===== src/rtl/tomasulo_pkg.sv =====
// Shared widths, result-source indices and the common-data-bus message type.
// Every unit that drives or snoops the CDB imports this package.
package tomasulo_pkg;

  localparam int TAG_W       = 4;
  localparam int DATA_W      = 32;
  localparam int NUM_CDB_SRC = 7;

  localparam int SRC_ADD1 = 0;
  localparam int SRC_ADD2 = 1;
  localparam int SRC_ADD3 = 2;
  localparam int SRC_MUL1 = 3;
  localparam int SRC_MUL2 = 4;
  localparam int SRC_LD1  = 5;
  localparam int SRC_LD2  = 6;

  typedef struct packed {
    logic              valid;
    logic [TAG_W-1:0]  tag;
    logic [DATA_W-1:0] data;
  } cdb_msg_t;

endpackage


===== src/rtl/rr_arbiter.sv =====
// Combinational round-robin picker: first set request at or after ptr, wrapping.
// Zero latency; no backpressure of its own, the caller decides what a grant consumes.
module rr_arbiter #(
  parameter int N     = 7,
  parameter int IDX_W = (N > 1) ? $clog2(N) : 1
) (
  input  logic [N-1:0]     req,
  input  logic [IDX_W-1:0] ptr,
  output logic [N-1:0]     grant,
  output logic [IDX_W-1:0] winner,
  output logic             any_grant
);

  logic [2*N-1:0] dbl;
  logic           found;
  int             idx;

  // Lower copy is masked below ptr, so the first hit in the doubled vector
  // is the round-robin winner; the upper copy supplies the wrap-around.
  always_comb begin
    dbl = {req, req};
    for (int k = 0; k < N; k++) begin
      if (k < int'(ptr)) dbl[k] = 1'b0;
    end
    found = 1'b0;
    idx   = 0;
    for (int k = 0; k < 2*N; k++) begin
      if (!found && dbl[k]) begin
        found = 1'b1;
        idx   = k;
      end
    end
  end

  always_comb begin
    any_grant = |req;
    winner    = IDX_W'((idx >= N) ? idx - N : idx);
    grant     = '0;
    if (any_grant) grant[winner] = 1'b1;
  end

endmodule


===== src/rtl/cdb_arbiter.sv =====
// Common data bus arbiter: one holding slot per result source, round-robin grant, registered broadcast.
// Result visible one edge after capture; a source whose slot is full sees req_ready low and stalls.
module cdb_arbiter #(
  parameter int NUM_SRC = tomasulo_pkg::NUM_CDB_SRC,
  parameter int TAG_W   = tomasulo_pkg::TAG_W,
  parameter int DATA_W  = tomasulo_pkg::DATA_W
) (
  input  logic                      clk,
  input  logic                      reset,
  input  logic [NUM_SRC-1:0]        req_valid,
  output logic [NUM_SRC-1:0]        req_ready,
  input  logic [NUM_SRC*TAG_W-1:0]  req_tag,
  input  logic [NUM_SRC*DATA_W-1:0] req_data,
  output logic                      cdb_valid,
  output logic [TAG_W-1:0]          cdb_tag,
  output logic [DATA_W-1:0]         cdb_data,
  output logic [NUM_SRC-1:0]        pending,
  output logic                      tag0_err
);

  localparam int IDX_W = (NUM_SRC > 1) ? $clog2(NUM_SRC) : 1;

  typedef struct packed {
    logic              valid;
    logic [TAG_W-1:0]  tag;
    logic [DATA_W-1:0] data;
  } msg_t;

  logic [NUM_SRC-1:0] slot_vld_q, slot_vld_d;
  logic [TAG_W-1:0]   slot_tag_q  [NUM_SRC];
  logic [TAG_W-1:0]   slot_tag_d  [NUM_SRC];
  logic [DATA_W-1:0]  slot_data_q [NUM_SRC];
  logic [DATA_W-1:0]  slot_data_d [NUM_SRC];
  logic [IDX_W-1:0]   rr_ptr_q, rr_ptr_d;
  msg_t               msg_q, msg_d;
  logic               tag0_err_q, tag0_err_d;

  logic [NUM_SRC-1:0] grant;
  logic [IDX_W-1:0]   winner;
  logic               any_grant;
  logic [NUM_SRC-1:0] xfer;

  rr_arbiter #(
    .N     (NUM_SRC),
    .IDX_W (IDX_W)
  ) u_rr (
    .req       (slot_vld_q),
    .ptr       (rr_ptr_q),
    .grant     (grant),
    .winner    (winner),
    .any_grant (any_grant)
  );

  // Ready depends only on registered state: a slot frees up in its own grant cycle.
  assign req_ready = ~slot_vld_q | grant;
  assign xfer      = req_valid & req_ready;

  always_comb begin
    slot_vld_d  = slot_vld_q & ~grant;
    slot_tag_d  = slot_tag_q;
    slot_data_d = slot_data_q;
    tag0_err_d  = tag0_err_q;
    for (int i = 0; i < NUM_SRC; i++) begin
      if (xfer[i]) begin
        if (req_tag[i*TAG_W +: TAG_W] == '0) begin
          tag0_err_d = 1'b1;
        end else begin
          slot_vld_d[i]  = 1'b1;
          slot_tag_d[i]  = req_tag[i*TAG_W +: TAG_W];
          slot_data_d[i] = req_data[i*DATA_W +: DATA_W];
        end
      end
    end
  end

  always_comb begin
    msg_d    = msg_q;
    rr_ptr_d = rr_ptr_q;
    if (any_grant) begin
      msg_d.valid = 1'b1;
      msg_d.tag   = slot_tag_q[winner];
      msg_d.data  = slot_data_q[winner];
      rr_ptr_d    = (winner == IDX_W'(NUM_SRC-1)) ? '0 : winner + IDX_W'(1);
    end else begin
      msg_d.valid = 1'b0;
    end
  end

  always_ff @(posedge clk or negedge reset) begin
    if (!reset) begin
      slot_vld_q <= '0;
      rr_ptr_q   <= '0;
      msg_q      <= '0;
      tag0_err_q <= 1'b0;
      for (int i = 0; i < NUM_SRC; i++) begin
        slot_tag_q[i]  <= '0;
        slot_data_q[i] <= '0;
      end
    end else begin
      slot_vld_q  <= slot_vld_d;
      slot_tag_q  <= slot_tag_d;
      slot_data_q <= slot_data_d;
      rr_ptr_q    <= rr_ptr_d;
      msg_q       <= msg_d;
      tag0_err_q  <= tag0_err_d;
    end
  end

  assign cdb_valid = msg_q.valid;
  assign cdb_tag   = msg_q.tag;
  assign cdb_data  = msg_q.data;
  assign pending   = slot_vld_q;
  assign tag0_err  = tag0_err_q;

endmodule


===== config.mk =====
export PLATFORM = sky130hd
export DESIGN_NAME = cdb_arbiter
export DESIGN_NICKNAME = d
export VERILOG_FILES = /design/src/rtl/tomasulo_pkg.sv /design/src/rtl/rr_arbiter.sv /design/src/rtl/cdb_arbiter.sv
export SDC_FILE = /design/constraint.sdc
export NUM_CORES = 1
export LEC_CHECK = 0
export ABC_CLOCK_PERIOD_IN_PS = 4300
export CAP_MARGIN = 20
export CORE_MARGIN = 5
export CORE_UTILIZATION = 55
export CTS_CLUSTER_DIAMETER = 80
export DETAILED_ROUTE_END_ITERATION = 8
export DONT_BUFFER_PORTS = 1
export PLACE_DENSITY = 0.79
export SYNTH_ARGS = -nofsm -noshare
export SYNTH_HDL_FRONTEND = slang
export SYNTH_SLANG_ARGS = --single-unit

===== constraint.sdc =====
create_clock -name clk -period 4.3 [get_ports clk]
set_clock_uncertainty 0.1 [all_clocks]
set_input_delay 0.86 -clock clk [delete_from_list [all_inputs] [get_ports clk]]
set_output_delay 0.86 -clock clk [all_outputs]
set_load 0.02 [all_outputs]

# After elaboration in Yosys (flattened, before gate mapping)
# Index checks and enable logic that the tools add are counted.
[totals] ram_bits=0 latch_bits=0 memories=0 reg_bits=300 elab_cells=162 out_inout_bits=52 rom_bits=0 inputBits=261
[classes] mul=0 shift=0 mux=73 bitwise_logic=13 n_reduce_logical=42 div_mod_pow=0 order_cmp=11 addsub=2 n_eq_ne=1
[op_table] op="32-bit binary-select mux with 3-bit select" n=1
[op_table] op="32-bit 2-to-1 mux" n=2
[op_table] op="1-bit 2-to-1 mux" n=51
[op_table] op="4-bit 2-to-1 mux" n=8
[op_table] op="4-bit logical NOT" n=7
[op_table] op="3-bit 2-to-1 mux" n=6
[op_table] op="7-bit bitwise AND" n=2
[op_table] op="1-bit logical AND" n=14
[op_table] op="7-bit NOT" n=2
[op_table] op="2-bit AND reduction" n=7
[op_table] op="1-bit logical NOT" n=13
[op_table] op="4-bit binary-select mux with 3-bit select" n=1
[op_table] op="3-bit < comparator, first input constant" n=3
[op_table] op="7-bit 2-to-1 mux" n=1
[op_table] op="1-bit NOT" n=7
[op_table] op="7-bit bitwise OR" n=1
[op_table] op="7-bit OR reduction" n=1
[op_table] op="1-bit by 3-bit < comparator with 1-bit output, first input constant" n=2
[op_table] op="2-bit by 3-bit < comparator with 1-bit output, first input constant" n=2
[op_table] op="4-bit by 3-bit >= comparator with 1-bit output, second input constant" n=1
[op_table] op="4-bit >= comparator, second input constant" n=1
[op_table] op="3-bit by 4-bit < comparator with 1-bit output, second input constant" n=1
[op_table] op="2-bit 2-to-1 mux" n=2
[op_table] op="3-bit NOT with 4-bit output" n=1
[op_table] op="other kinds (5)" n=5

# Longest topological paths before layout
# Gate-level depths: netlist of the first run.
[logic_depth] ltp_word=64 mapped_depth=17 depth_no_buf=13

# By module
# From an unflattened synthesis of the first run, not the netlist that was laid out.
[unflattened] cells_unflattened=899 hier_area_um2=13499.2
[modules_own_cells] mod="cdb_arbiter" area_each_um2=13095.1 seq_area_each_um2=7507.2 cells_per_inst=844 n_inst=1
[modules_own_cells] mod="rr_arbiter" area_each_um2=404.1 seq_area_each_um2=0.0 cells_per_inst=55 n_inst=1

# Least setup slack after synthesis of the first run
# OpenSTA, ideal clock, no wires.
[synth_path] kind="flip-flop to flip-flop" start="register slot_vld_q[0], in the netlist pending[0]" end="register slot_data_q[100] in the netlist's numbering" setup_ps=127 arrival_ps=3860 path_buffers=2 path_slack_ps=213 required_ps=4073 stages_incl_launch_ff=16 cell_sequence="dfrtp_1 > nor2b_1 > o21ai_0 > a41oi_1 > a221oi_2 > or2_2 > ha_1 > o211a_1 > a22o_1 > a32o_1 > nand2b_2 > o21ai_2 > and3_1 > buf_4 > buf_6 > mux2_1"
[synth_via] elab_chain_cells=51
[synth_lines] item="start, declared" line="cdb_arbiter.sv:29" source="logic [NUM_SRC-1:0] slot_vld_q, slot_vld_d;"
[synth_lines] item="start signal, assigned" line="cdb_arbiter.sv:100" source="slot_vld_q <= slot_vld_d;"
[synth_lines] item="1-bit 2-to-1 mux" line="rr_arbiter.sv:23" source="if (k < int'(ptr)) dbl[k] = 1'b0;"
[synth_lines] item="1-bit 2-to-1 mux" line="rr_arbiter.sv:28" source="if (!found && dbl[k]) begin"
[synth_lines] item="1-bit logical NOT" line="rr_arbiter.sv:28"
[synth_lines] item="1-bit logical AND" line="rr_arbiter.sv:28"
[synth_lines] item="1-bit 2-to-1 mux" line="rr_arbiter.sv:28"
[synth_lines] item="1-bit logical NOT" line="rr_arbiter.sv:28"
[synth_lines] item="1-bit logical AND" line="rr_arbiter.sv:28"
[synth_lines] item="1-bit 2-to-1 mux" line="rr_arbiter.sv:28"
[synth_lines] item="[36 not listed]"
[synth_lines] item="1-bit logical AND (implied by the code)" line="rr_arbiter.sv:39" source="if (any_grant) grant[winner] = 1'b1;"
[synth_lines] item="1-bit 2-to-1 mux (implied by the code)" line="rr_arbiter.sv:39"
[synth_lines] item="1-bit demux with 3-bit select"
[synth_lines] item="7-bit 2-to-1 mux (*)" line="rr_arbiter.sv:39"
[synth_lines] item="7-bit bitwise OR (*)" line="cdb_arbiter.sv:55" source="assign req_ready = ~slot_vld_q | grant;"
[synth_lines] item="net req_ready[3]" line="cdb_arbiter.sv:11" source="output logic [NUM_SRC-1:0] req_ready,"
[synth_lines] item="7-bit bitwise AND (*)" line="cdb_arbiter.sv:56" source="assign xfer = req_valid & req_ready;"
[synth_lines] item="2-bit AND reduction (no source line) (*)"
[synth_lines] item="end signal, assigned" line="cdb_arbiter.sv:102" source="slot_data_q <= slot_data_d;"
[synth_lines] item="end, declared" line="cdb_arbiter.sv:32" source="logic [DATA_W-1:0] slot_data_q [NUM_SRC];"
# The timed path passes the listed nets; every way through them passes the cells marked *.
# A chain may end at the register's enable or synchronous reset.

# Worst setup path after layout of the first run
[layout_path] start="register slot_vld_q[2], in the netlist pending[2]" end="output req_ready[2]"
[layout_via] elab_chain_cells=44
[layout_lines] item="1-bit 2-to-1 mux" line="rr_arbiter.sv:23"
[layout_lines] item="1-bit logical AND" line="rr_arbiter.sv:28"
[layout_lines] item="1-bit 2-to-1 mux" line="rr_arbiter.sv:28"
[layout_lines] item="1-bit logical NOT" line="rr_arbiter.sv:28"
[layout_lines] item="1-bit logical AND" line="rr_arbiter.sv:28"
[layout_lines] item="1-bit 2-to-1 mux" line="rr_arbiter.sv:28"
[layout_lines] item="1-bit logical NOT" line="rr_arbiter.sv:28"
[layout_lines] item="1-bit logical AND" line="rr_arbiter.sv:28"
[layout_lines] item="[28 not listed]"
[layout_lines] item="4-bit by 3-bit >= comparator with 1-bit output or 3-bit subtractor (tied branches)" line="rr_arbiter.sv:37" source="winner = IDX_W'((idx >= N) ? idx - N : idx);"
[layout_lines] item="3-bit 2-to-1 mux" line="rr_arbiter.sv:37"
[layout_lines] item="3-bit by 4-bit < comparator with 1-bit output (implied by the code) or 3-bit by 1-bit >= comparator with 1-bit output (tied branches)" line="rr_arbiter.sv:39"
[layout_lines] item="1-bit logical AND (implied by the code)" line="rr_arbiter.sv:39"
[layout_lines] item="1-bit 2-to-1 mux (implied by the code)" line="rr_arbiter.sv:39"
[layout_lines] item="1-bit demux with 3-bit select"
[layout_lines] item="7-bit 2-to-1 mux" line="rr_arbiter.sv:39"
[layout_lines] item="7-bit bitwise OR (*)" line="cdb_arbiter.sv:55"
[layout_lines] item="end, declared" line="cdb_arbiter.sv:11"
# Mark *: on every way between the ends. The rest lies on a longest branch, timed or not.

==> results_dict.tcl, run 1 <==
set metrics [dict create \
    routed_wl_microns 37630 \
    syn_area_sq_mm 0.01376 \
    seqPwrFrac 0.323 \
    synth_most_common_cell "dfrtp_1" \
    arrival_ps 3400 \
    port_buffers 0 \
    highest_layer "met5" \
    wl_met2_microns 18360 \
    ys_types 54 \
    synth_seq_area_share 0.5457 \
    path_clk_slew_ps 60 \
    htree_levels 1 \
    ys_seq_elements 300 \
    clkLatencyLatePin_ps 550 \
    crit_required_ps 3340 \
    via_per_inst 6.386 \
    wl_met3_microns 3793 \
    synth_area_leader_cell "dfrtp_1" \
    violations "hold timing, setup timing" \
    timing.fmax_ghz 0.2294 \
    p_comb_frac 0.523 \
    clkPwrFrac 0.154 \
    worstMarginPinSlew_ps 916.2 \
    vias 9209 \
    syn-instance-count 1080 \
    crit_path_start_kind "flop" \
    grt_pass1_wl_microns 57150 \
    first_pass_iters 7 \
    fillers 1835 \
    io_pins 313 \
    met1_length_microns 14540 \
    finalCritPeriodShare 1.014 \
    final_nets 1351 \
    dp_slack_ps 95.56 \
    p_leak_uw 0.006990 \
    avgSynthCellArea_sq_um 12.74 \
    synth-edff-count 0 \
    ant_nets 0 \
    die_area_sq_mm 0.02828 \
    crit_fanout 5 \
    drv_slew 0 \
    die_h_microns 168.2 \
    dp_hpwl_microns 25640 \
    rows 57 \
    critPathCaptureType "primary output" \
    core_area_sq_mm 0.02446 \
    post_dp_cell_area_sq_mm 0.01418 \
    die_w_microns 168.2 \
    place.gp.congestion 0.9101 \
    intPower_uw 10170 \
    syn_to_final_growth_pct 12.28 \
    cts.path.max_buffers 3 \
    finalCriticalPeriod_ps 4359 \
    drc_errors 0 \
    status "finished, violations left" \
    power.density_mw_per_mm2 1098 \
    power.switching_uw 6793 \
    synth_flop_cell "dfrtp_1" \
    antenna_found_initial 19 \
    cts_made_buffers 31 \
    drive_above_1_share 0.1910 \
    synth.top_cells.by_area "dfrtp_1 (55%), mux2_1 (13%), mux2i_1 (5.4%)" \
    fin_area_sq_mm 0.01545 \
    grt.total_usage 0.2556 \
    relSlewSlack 0.3892 \
    cts_tree "yes" \
    setup_tns_ps -103.2 \
    overflow 0 \
    synth_nets 1342 \
    yosys_warnings 0 \
    drt_iter0_drc 674 \
    clockRootBuffer "clkbuf_16" \
    p_sw_frac 0.4004 \
    crit_type "reg -> out" \
    first_global_vias 9658 \
    vdd_ir_drop_max_v 0.0007941 \
    hold_viol_final 182 \
    worstRegToRegCells 15 \
    grt_max_degree 301 \
    hold_ws_ps -98.05 \
    setup_slack_ps -58.71 \
    rsz0062_at_grt "true" \
    multi_input_area_sq_mm 0.006005 \
    synth_top_cells_by_count "dfrtp_1 (300), nand2_1 (164), mux2_1 (157), mux2i_1 (74), mux2_4 (46)" \
    cts_sinks 300 \
    async_reset_ff_frac 1.000 \
    synth.top_cell.area_share 0.5457 \
    setup_viol 3 \
    seq_area_sq_mm 0.007512 \
    drv_cap 0 \
    start_util 0.5624 \
    min_path_type "in -> async" \
    avgRoutedWirePerCell_microns 26.10 \
]
-- power by group through the flow --
stage | clock network (uW) | registers, uW | logic (uW)
finish | 2610 | 5480 | 8880
global route | 2790 | 5630 | 9510
CTS | 2660 | 5450 | 8770
detailed placement | 0 | 5470 | 8490
global placement | 0 | 5390 | 8240
floorplan | 0 | 5200 | 6460
-- routing by layer --
metal  up-vias  GRT usage
met4        24    0.05928
met2       422     0.4289
met3        93    0.09097
met1      4702     0.3204
li1       3968          -
met5         -          0
-- registers in the layout, summed over array words and instances (netlist names) --
| name | flops |
|---|---|
| cdb_data | 32 |
| cdb_tag | 4 |
| cdb_valid | 1 |
| pending | 7 |
| rr_ptr_q | 3 |
| slot_data_q | 224 |
| slot_tag_q | 28 |
| tag0_err | 1 |
-- through the flow --
step	total power, uW	utilization	cells
floorplan	11660	-	1080
global placement	13620	0.5795	1371
detailed placement	13960	0.5795	1371
CTS	16880	0.6275	1429
global route	17920	0.6312	1439
finish	16970	0.6315	1442
-- critical path: stages, from the launching register on --
cell	delay, ps
dfrtp_1	380
a21boi_2	170
o21a_1	220
nor4_4	330
a221oi_4	60
or2_4	250
ha_4	160
o211a_1	220
a22o_1	220
a32o_2	290
nand2b_4	190
o21ai_4	150
buf_6	170
-- what timing repair did --
action / CTS / global route
gates resized for setup: 30 / 9
buffers inserted: 4 / 5
hold endpoints to repair: 300 / 300
pin swaps: 12 / 11
endpoints found under the setup margin: 7 / 7
-- final timing paths --
check | to | start | slack, ps
min in group clk | slot_data_q[61] | req_data[189] | 330
max in group asynchronous | slot_data_q[191] | reset | 3730
min | slot_data_q[60] | reset | -100
max reg2reg | cdb_data[10] | pending[5] | 380
min reg2reg | slot_data_q[2] | slot_data_q[2] | 390
max | req_ready[2] | pending[2] | -60
-- final cells by class --
type / count / share of cell area
well taps: 324 / 0.02624
multi-input cells: 700 / 0.3887
clock buffers: 46 / 0.05970
repair buffers: 48 / 0.03110
diodes: 8 / 0.001296
inverters: 8 / 0.001944
flip-flops and latches: 300 / 0.4863
clock inverters: 8 / 0.004698
-- layout by cell type (no fill, tap or decap), types with 7 or more instances in the layout --
cell / n
a21oi_1: 41
a32o_1: 19
buf_12: 9
buf_4: 37
clkbuf_16: 31
clkbuf_8: 9
dfrtp_1: 296
diode_2: 8
inv_1: 8
mux2_1: 157
mux2_2: 26
mux2_4: 46
mux2i_1: 74
nand2_1: 161
nand3_1: 8
nor2_1: 7
nor4_1: 7
o22ai_1: 37
o32a_1: 36
-- logic make-up (layout without fill, tap and decap cells) --
family,Yosys count,in the layout,synth area share
AO/OA/AOI/OAI,171,171,0.09549
adder cells (fa/ha/maj),1,1,0.0009093
buffers and inverters,80,110,0.03283
flip-flops,300,300,0.5457
multiplexers,303,303,0.2538
other,0,8,0
AND/OR/NAND/NOR,225,225,0.07130
No activity file was read; power rests on OpenSTA's default activity.
==> run 2: changes to the inputs <==
--- a/config.mk
+++ b/config.mk
@@ -12,6 +12,7 @@
 export CTS_CLUSTER_DIAMETER = 80
 export DETAILED_ROUTE_END_ITERATION = 8
 export DONT_BUFFER_PORTS = 1
+export GPL_ROUTABILITY_DRIVEN = 0
 export PLACE_DENSITY = 0.79
 export SYNTH_ARGS = -nofsm -noshare
 export SYNTH_HDL_FRONTEND = slang
==> results_dict.tcl, run 2 (same netlist as run 1, synthesis figures left out) <==
set metrics [dict create \
    status "finished, violations left" \
    violations "hold timing, setup timing" \
    r2r_slack_ps 190 \
    p_comb_frac 0.522 \
    setup_slack_ps -204.8 \
    crit_required_ps 3340 \
    die_h_microns 168.2 \
    via_per_inst 6.432 \
    hold_ws_ps -31.43 \
    syn_to_final_growth_pct 13.01 \
    regMostFlops "slot_data_q" \
    cts_made_buffers 34 \
    grt_pass1_wl_microns 57200 \
    drive_above_1_share 0.1986 \
    layout_common_cells "dfrtp_1 (297), nand2_1 (161), mux2_1 (157), mux2i_1 (74), mux2_4 (46)" \
    dp_slack_ps 46.31 \
    cts.path.max_buffers 3 \
    crit_type "reg -> out" \
    dp_hpwl_microns 25100 \
    cpPeakStageDelay_ps 420 \
    power.switching_uw 6837 \
    critPathCaptureType "primary output" \
    first_pass_iters 5 \
    overflow 0 \
    layout_commonest_cell "dfrtp_1" \
    crit_fanout 7 \
    path_clk_slew_ps 60 \
    p_leak_uw 0.007051 \
    die_area_sq_mm 0.02828 \
    rsz0062_at_grt "true" \
    antenna_found_initial 18 \
    port_buffers 0 \
    timing.fmax_ghz 0.2220 \
    drv_slew 0 \
    hold_viol_final 85 \
    htree_levels 2 \
    finalCriticalPeriod_ps 4505 \
    intPower_uw 10340 \
    ant_nets 0 \
    die_w_microns 168.2 \
    io_pins 313 \
    crit_path_cell_trace "nand3b_1 -> buf_6 -> a221oi_4 -> nand4_1 -> nor3_4 -> or2_4 -> ha_4 -> o211a_4 -> a22o_1 -> a32o_2 -> buf_6 -> nand2_2 -> o21ai_4" \
    vdd_ir_drop_max_v 0.0007172 \
    arrival_ps 3540 \
    clkLatencyLatePin_ps 500 \
    total_power_uw 17180 \
    worstMarginPinSlew_ps 891.3 \
    avgRoutedWirePerCell_microns 25.94 \
    slowest_stage "dfrtp_1" \
    cts_sinks 300 \
    largest_reg_flops 224 \
    relSlewSlack 0.4058 \
    post-route-util 0.6356 \
    routed_wl_microns 37640 \
    setup_viol 7 \
    drc_errors 0 \
    grt.total_usage 0.2556 \
    grt_max_degree 301 \
    clockRootBuffer "clkbuf_16" \
    finalCritPeriodShare 1.048 \
    core_area_sq_mm 0.02446 \
    vias 9333 \
    seqPwrFrac 0.318 \
    start_util 0.5624 \
    post_dp_cell_area_sq_mm 0.01414 \
    crit_path_start_kind "flop" \
    rows 57 \
    fin_area_sq_mm 0.01555 \
    clkPwrFrac 0.161 \
    crit_top_cell "buf_6" \
    cts_tree "yes" \
    min_path_type "in -> async" \
    p_sw_frac 0.3980 \
    final_nets 1362 \
    power.density_mw_per_mm2 1105 \
    drt_iter0_drc 651 \
    first_global_vias 9827 \
    drv_cap 0 \
]
==> run 2: changes by cell type in the layout (fill, tap and decap cells not counted), moves of 2 or more <==
cell	before	now
clkbuf_8	9	3
buf_4	37	42
buf_6	2	7
clkbuf_16	31	35
clkbuf_1	6	3
buf_12	9	7
clkinv_2	5	7
clkinvlp_4	0	2
==> run 2: final timing paths <==
check / start / to / cells past startpoint
setup / recovery: pending[5] / req_ready[0] / 13
setup reg to reg: pending[5] / cdb_data[0] / 16
hold reg to reg: slot_data_q[186] / slot_data_q[186] / 1
min in group clk: slot_data_q[186] / slot_data_q[186] / 1
max in group asynchronous: reset / slot_data_q[146] / 0
hold / removal: reset / slot_data_q[91] / 0
==> run 2: worst max-delay path, delay by kind of cell, from the launching register on <==
family                     cells  cell delay [ps]
AOI/OAI and AO/OA              5             1320
and+or+nand+nor                5              870
DFF                            1              420
buffers and inverters          2              270
adders and majority gates      1              150
==> run 2: final cells by class <==
cell class / instances / area [sq um]
antenna: 9 / 22.52
clock buffer: 41 / 928.4
clock inverter: 13 / 127.6
fill: 1811 / 8914
inverter: 8 / 30.03
multi-input combinational: 700 / 5989
sequential: 300 / 7511
tap: 324 / 405.4
timing repair buffer: 56 / 534.3
==> run 2: routing by layer <==
| metal | GRT usage | vias to the layer above | routed length, microns |
|---|---|---|---|
| met3 | 0.09144 | 113 | 3799 |
| met5 | 0 | - | 117 |
| met4 | 0.07798 | 18 | 1018 |
| li1 | - | 4001 | - |
| met1 | 0.3192 | 4743 | 14650 |
| met2 | 0.4203 | 458 | 18050 |
==> run 2: through the flow <==
step	instances	hold slack, ps	setup TNS (ps)
final	1451	-31.43	-881.8
after global routing	1449	-62.71	-1663
after CTS	1433	-63.14	-50.35
after detailed placement	1369	373.9	0
after global placement	1369	365.9	0
after floorplan	1080	357.4	0
==> run 2: power groups by stage <==
stage | Combinational [uW] | Clock (uW) | Sequential, uW
global route | 9580 | 2940 | 5610
finish | 8960 | 2760 | 5450
floorplan | 6460 | 0 | 5200
detailed placement | 8400 | 0 | 5450
CTS | 8700 | 2820 | 5430
global placement | 8170 | 0 | 5380
==> run 2: what timing repair did <==
action / in CTS / in global routing
resized for setup: 27 / 14
setup endpoints to repair: 7 / 7
setup buffers: 10 / 9
hold endpoints to repair: 300 / 300
pin swaps: 10 / 9
